[config.mk]
export PLATFORM = sky130hd
export DESIGN_NAME = axis_homing_ctrl
export DESIGN_NICKNAME = d
export VERILOG_FILES = /design/src/rtl/homing_pkg.sv /design/src/rtl/step_pulse_gen.sv /design/src/rtl/axis_homing_ctrl.sv
export SDC_FILE = /design/constraint.sdc
export NUM_CORES = 1
export LEC_CHECK = 0
export CAP_MARGIN = 20
export CORE_ASPECT_RATIO = 2
export CORE_UTILIZATION = 30
export CTS_CLUSTER_SIZE = 20
export DETAILED_ROUTE_END_ITERATION = 8
export GPL_ROUTABILITY_DRIVEN = 0
export PLACE_DENSITY = 0.5
export SLEW_MARGIN = 10
export SYNTH_ARGS = -nofsm -noshare
export SYNTH_HDL_FRONTEND = slang
export SYNTH_SLANG_ARGS = --single-unit
[constraint.sdc]
create_clock -name clk -period 9.8 [get_ports clk]
set_input_delay 0.98 -clock clk [delete_from_list [all_inputs] [get_ports clk]]
set_output_delay 0.98 -clock clk [all_outputs]
set_load 0.02 [all_outputs]
[src/rtl/homing_pkg.sv]
// Shared types for the axis homing controller: FSM state encoding and error codes.
package homing_pkg;

  typedef enum logic [2:0] {
    ST_IDLE      = 3'd0,
    ST_FAST_SEEK = 3'd1,
    ST_BACKOFF   = 3'd2,
    ST_SLOW_SEEK = 3'd3,
    ST_DONE      = 3'd4,
    ST_ERROR     = 3'd5
  } state_e;

  localparam logic [1:0] ERR_NONE    = 2'd0;
  localparam logic [1:0] ERR_FAST_TO = 2'd1;
  localparam logic [1:0] ERR_SLOW_TO = 2'd2;
  localparam logic [1:0] ERR_STUCK   = 2'd3;

endpackage

[src/rtl/step_pulse_gen.sv]
// Step period counter: the pulse occupies the last STEP_PULSE cycles of each period,
// so direction has the whole head of the period to settle before the edge.
module step_pulse_gen #(
  parameter int unsigned STEP_PULSE = 50
) (
  input  logic        clk,
  input  logic        rst,
  input  logic [31:0] period,
  input  logic        enable,
  input  logic        clear,
  output logic        step,
  output logic        period_done
);

  logic [31:0] cnt;

  // NOTE: sequential state uses non-blocking assignments so every flop samples pre-edge values.
  always_ff @(posedge clk or posedge rst) begin
    if (rst) begin
      cnt <= '0;
    end else if (clear) begin
      cnt <= '0;
    end else if (enable) begin
      cnt <= period_done ? '0 : cnt + 32'd1;
    end
  end

  assign step        = enable && (cnt >= period - 32'(STEP_PULSE));
  assign period_done = enable && (cnt == period - 32'd1);

endmodule

[src/rtl/axis_homing_ctrl.sv]
// One-axis homing sequencer: fast seek to the endstop, fixed back-off, slow re-approach.
// Step and dir are decoded from registered state so reset or abort drops step at once.
module axis_homing_ctrl
  import homing_pkg::*;
#(
  parameter int unsigned FAST_PERIOD   = 2000,
  parameter int unsigned SLOW_PERIOD   = 20000,
  parameter int unsigned STEP_PULSE    = 50,
  parameter int unsigned BACKOFF_STEPS = 200,
  parameter int unsigned MAX_STEPS     = 100000,
  parameter logic        HOME_DIR      = 1'b0
) (
  input  logic        clk,
  input  logic        rst,
  input  logic        start,
  input  logic        abort,
  input  logic        endstop,
  output logic        step,
  output logic        dir,
  output logic        busy,
  output logic        done,
  output logic        error,
  output logic [1:0]  err_code,
  output logic [31:0] seek_steps
);

  state_e      state, state_n;
  logic [31:0] step_cnt, step_inc, period, seek_val;
  logic        period_done, entering, hit_pend;
  logic        seek_hit, at_limit, start_acc, seek_load, err_set;
  logic [1:0]  err_val;

  assign busy     = (state == ST_FAST_SEEK) || (state == ST_BACKOFF) || (state == ST_SLOW_SEEK);
  assign done     = (state == ST_DONE);
  assign error    = (state == ST_ERROR);
  assign dir      = (state == ST_BACKOFF) ? ~HOME_DIR : HOME_DIR;
  assign period   = (state == ST_FAST_SEEK) ? 32'(FAST_PERIOD) : 32'(SLOW_PERIOD);
  assign step_inc = step_cnt + 32'd1;
  assign entering = (state_n != state);

  // Contact before the pulse starts leaves at once; contact during a pulse (seen now or
  // remembered in hit_pend) lets that pulse finish and leaves at the period end.
  assign seek_hit = (endstop && !step) || (period_done && (endstop || hit_pend));
  assign at_limit = period_done && (step_inc == 32'(MAX_STEPS));

  step_pulse_gen #(.STEP_PULSE(STEP_PULSE)) u_pulse (
    .clk         (clk),
    .rst         (rst),
    .period      (period),
    .enable      (busy),
    .clear       (entering),
    .step        (step),
    .period_done (period_done)
  );

  // NOTE: every always_comb output gets a default first, so no path can infer a latch.
  always_comb begin
    state_n   = state;
    start_acc = 1'b0;
    seek_load = 1'b0;
    seek_val  = step_inc;
    err_set   = 1'b0;
    err_val   = ERR_NONE;
    case (state)
      ST_IDLE, ST_DONE, ST_ERROR: begin
        if (start && !abort) begin
          start_acc = 1'b1;
          if (endstop) begin
            state_n   = ST_BACKOFF;
            seek_load = 1'b1;
            seek_val  = '0;
          end else begin
            state_n = ST_FAST_SEEK;
          end
        end
      end
      ST_FAST_SEEK: begin
        if (abort) begin
          state_n = ST_IDLE;
        end else if (seek_hit) begin
          state_n   = ST_BACKOFF;
          seek_load = 1'b1;
          seek_val  = period_done ? step_inc : step_cnt;
        end else if (at_limit) begin
          state_n   = ST_ERROR;
          seek_load = 1'b1;
          err_set   = 1'b1;
          err_val   = ERR_FAST_TO;
        end
      end
      ST_BACKOFF: begin
        if (abort) begin
          state_n = ST_IDLE;
        end else if (period_done && (step_inc == 32'(BACKOFF_STEPS))) begin
          if (endstop) begin
            state_n = ST_ERROR;
            err_set = 1'b1;
            err_val = ERR_STUCK;
          end else begin
            state_n = ST_SLOW_SEEK;
          end
        end
      end
      ST_SLOW_SEEK: begin
        if (abort) begin
          state_n = ST_IDLE;
        end else if (seek_hit) begin
          state_n = ST_DONE;
        end else if (at_limit) begin
          state_n = ST_ERROR;
          err_set = 1'b1;
          err_val = ERR_SLOW_TO;
        end
      end
      default: state_n = ST_IDLE;
    endcase
  end

  always_ff @(posedge clk or posedge rst) begin
    if (rst) begin
      state      <= ST_IDLE;
      step_cnt   <= '0;
      hit_pend   <= 1'b0;
      err_code   <= ERR_NONE;
      seek_steps <= '0;
    end else begin
      state <= state_n;
      if (entering) begin
        step_cnt <= '0;
        hit_pend <= 1'b0;
      end else begin
        if (period_done) step_cnt <= step_inc;
        if (endstop && step && (state != ST_BACKOFF)) hit_pend <= 1'b1;
      end
      if (start_acc) err_code <= ERR_NONE;
      else if (err_set) err_code <= err_val;
      if (seek_load) seek_steps <= seek_val;
    end
  end

endmodule

==> results.md <==
- Status: finished clean
- Final setup fails: 0
- Via count: 5464
- Total global-route track usage: 17.22%
- Synth top area share: 37.77%
- Die area: 23170 um2
- Hold Path Depth: 1
- Hold EP: seek_steps[30]
- Drc violations: 0
- Worst-Skew Late Latency: 0.37 ns
- CP Data Required Time: 10.01 ns
- F_max: 192.7 MHz
- Post CTS Setup Buffer Count: 0
- Final ANT Viol Nets: 0
- Die width: 108.1 um
- Top_reg_cell synth: dfrtp_1
- Final worst-path cycle share: 52.95%
- FF-to-FF setup slack: 4.61 ns
- Synth top area cells: dfrtp_1 38%, xnor2_1 9.9%, mux2_4 5.6%
- Sequential fraction of the synthesis area: 37.77%
- Largest net degree at the start of global routing: 66
- RR Endpoint: step_cnt[0]
- Hold Crit Start: seek_steps[30]
- Register area: 2552 um2
- Synthesized area per cell: 8.951 um2
- CTS Root Cell: clkbuf_16
- Synth Register Bits: 102
- I/O Pins: 44
- Area leader, netlist: dfrtp_1
- Initial core utilization: 30.63%
- YS warnings: 0
- RR Startpoint: state[1]
- Port bufs: 43
- Number of global-route vias before repair: 5681
- Initial antenna violation count: 0
- Final min period: 5.189 ns
- Top-count cell post-synth: dfrtp_1
- TritonCTS Buffers: 9
- Detailed Place HPWL: 13450 um
- Gr ovfl total: 0
- Area grow syn2layout: 12.16%
- Rows: 77
- Router iterations before antenna repair: 4
- Rel. slew slack: 32.67%
- DR vias/cell: 5.295
- Post-Synthesis Cell Area: 6758 um2
- Core area: 22060 um2
- Slew at the pin closest to its max-slew limit: 1.010 ns
- Lkg Pwr: 2.804 nW
- Post-Route WL: 18730 um
- Asr flop ratio synth: 100.0%
- H-tree Lvls: 3
- Drt wl/cell: 18.15 um
- CP endpoint kind: flip-flop
- NumNets Final: 763
- RSZ-0062 raised after global routing: no
- Hold_ws: 0.4914 ns
- CTS tree: built
- First-pass GRT wire length: 30350 um
- Fin. Hold Viols: 0
- PD cells: 147.1 nW/um2
- Max Fanout on Critical Path: 48
- Clock skew: 0.01434 ns
- Hold buffer count at cts: 0
- Max Cap Viol: 0
- Slew Viols, Final: 0
- Maximum vdd drop: 112.5 uV
- Area of the multi-input gates: 3854 um2
- Total clock sinks: 102
- CP Launch Type: flip-flop
- Post-synthesis cell type count: 77
- CTS max path bufs: 2
- Share of cells above drive strength 1: 9.259%
- Iteration-0 DRC Markers: 164
- Synthesized Nets: 766
- Syn Inst Count: 755
- EDFF count, synth: 0
- ANT cells: 0
- R2R depth: 13
- Post-synth top cells: 102 x dfrtp_1, 76 x xnor2_1, 75 x nor2_1
- CP Class: flip-flop to flip-flop
- Setup TNS: 0 ns
- Clock Pin Slew Worst Setup and Hold Paths: 0.07 ns
- Die span in y: 214.3 um
- Critical path arrival: 5.40 ns
- # fillers: 2276
- Cells resized by post-CTS repair: 0
- Worst hold-check path type: flip-flop to flip-flop
[worst max-delay path by stage]
stage / cells past startpoint / slack [ns] / end / startpoint
floorplan: 15 / 5.91 / seek_steps[10] / state[2]
global placement: 13 / 4.76 / step_cnt[0] / state[1]
detailed placement: 13 / 4.64 / step_cnt[9] / state[1]
CTS: 13 / 4.60 / step_cnt[5] / state[1]
global route: 13 / 4.16 / step_cnt[0] / state[1]
finish: 13 / 4.61 / step_cnt[0] / state[1]
[cell families (layout without fill, tap and decap cells)]
group           Yosys count  in the layout  synth area share [%]
simple gates            343            343                 26.42
xor+xnor                102            102                 13.22
flops                   102            102                 37.77
compound gates           86             86                 8.906
buf+inv                  82             83                 5.629
mux                      33             33                 6.795
fa+ha+maj                 7              7                 1.259
[through the flow]
stage	util (%)	instances	power (W)	area [um2]	worst slack (ns)
floorplan	-	755	0.0006876	6758	5.912
global placement	33.11	1017	0.0007830	7305	4.765
detailed placement	33.11	1017	0.0007844	7305	4.639
CTS	34.36	1032	0.001133	7580	4.604
global route	34.36	1032	0.001177	7580	4.159
finish	34.36	1032	0.001115	7580	4.611
[power by group]
| group | internal [W] | switching, W | leakage, nW |
|---|---|---|---|
| Sequential | 0.000433 | 0.0000204 | 1.42 |
| Clock | 0.000178 | 0.000167 | 0.127 |
| Combinational | 0.0000833 | 0.000234 | 1.26 |
[critical path, stage by stage, from the launching register on]
cell	delay [ns]
dfrtp_1	0.54
nor3b_4	0.44
inv_2	0.38
ha_1	0.41
o2111ai_1	0.09
o21ai_0	0.11
o2111ai_1	0.21
o211a_1	0.84
inv_2	0.14
a21oi_1	0.42
nor2_1	0.18
a21oi_4	0.50
buf_4	0.60
nor4_1	0.12
[metal layers]
metal  global-route usage, %  up-vias  part of all wire (%)
met1                   18.17     2669                    38
li1                        -     2666                     -
met4                   9.315        0                   4.4
met3                   2.614       40                   2.6
met2                   31.68       89                    55
met5                       0        -                     0
[cell usage in the layout (no fill, tap or decap), types with 6 or more instances in the layout]
cell type / synthesis / routed
a211oi_1: 9 / 9
dfrtp_1: 102 / 102
nor4_1: 30 / 30
nor2_1: 75 / 75
xor2_1: 26 / 26
clkbuf_16: 0 / 9
ha_1: 6 / 6
nand2_1: 55 / 55
xnor2_1: 76 / 76
nand3_1: 32 / 32
nor3_1: 72 / 72
inv_1: 16 / 15
mux2_4: 25 / 25
and3_1: 9 / 9
o21ai_0: 9 / 9
nand4_1: 25 / 25
clkdlybuf4s50_1: 0 / 43
a21boi_0: 6 / 6
a21oi_1: 22 / 21
buf_4: 4 / 7
[final cells by class]
type                       instances  area share, %
inverter                          18         0.9244
clock inverter                     5         0.4787
timing repair buffer              50          6.372
sequential                       102          33.67
multi-input combinational        571          50.84
tap                              276          4.556
clock buffer                      10          3.153
[flip-flops by register name (all words and copies together) (netlist names)]
register     cells
state            3
seek_steps      32
hit_pend         1
u_pulse.cnt     32
step_cnt        32
err_code         2
Power figures use the tool's default switching activity.
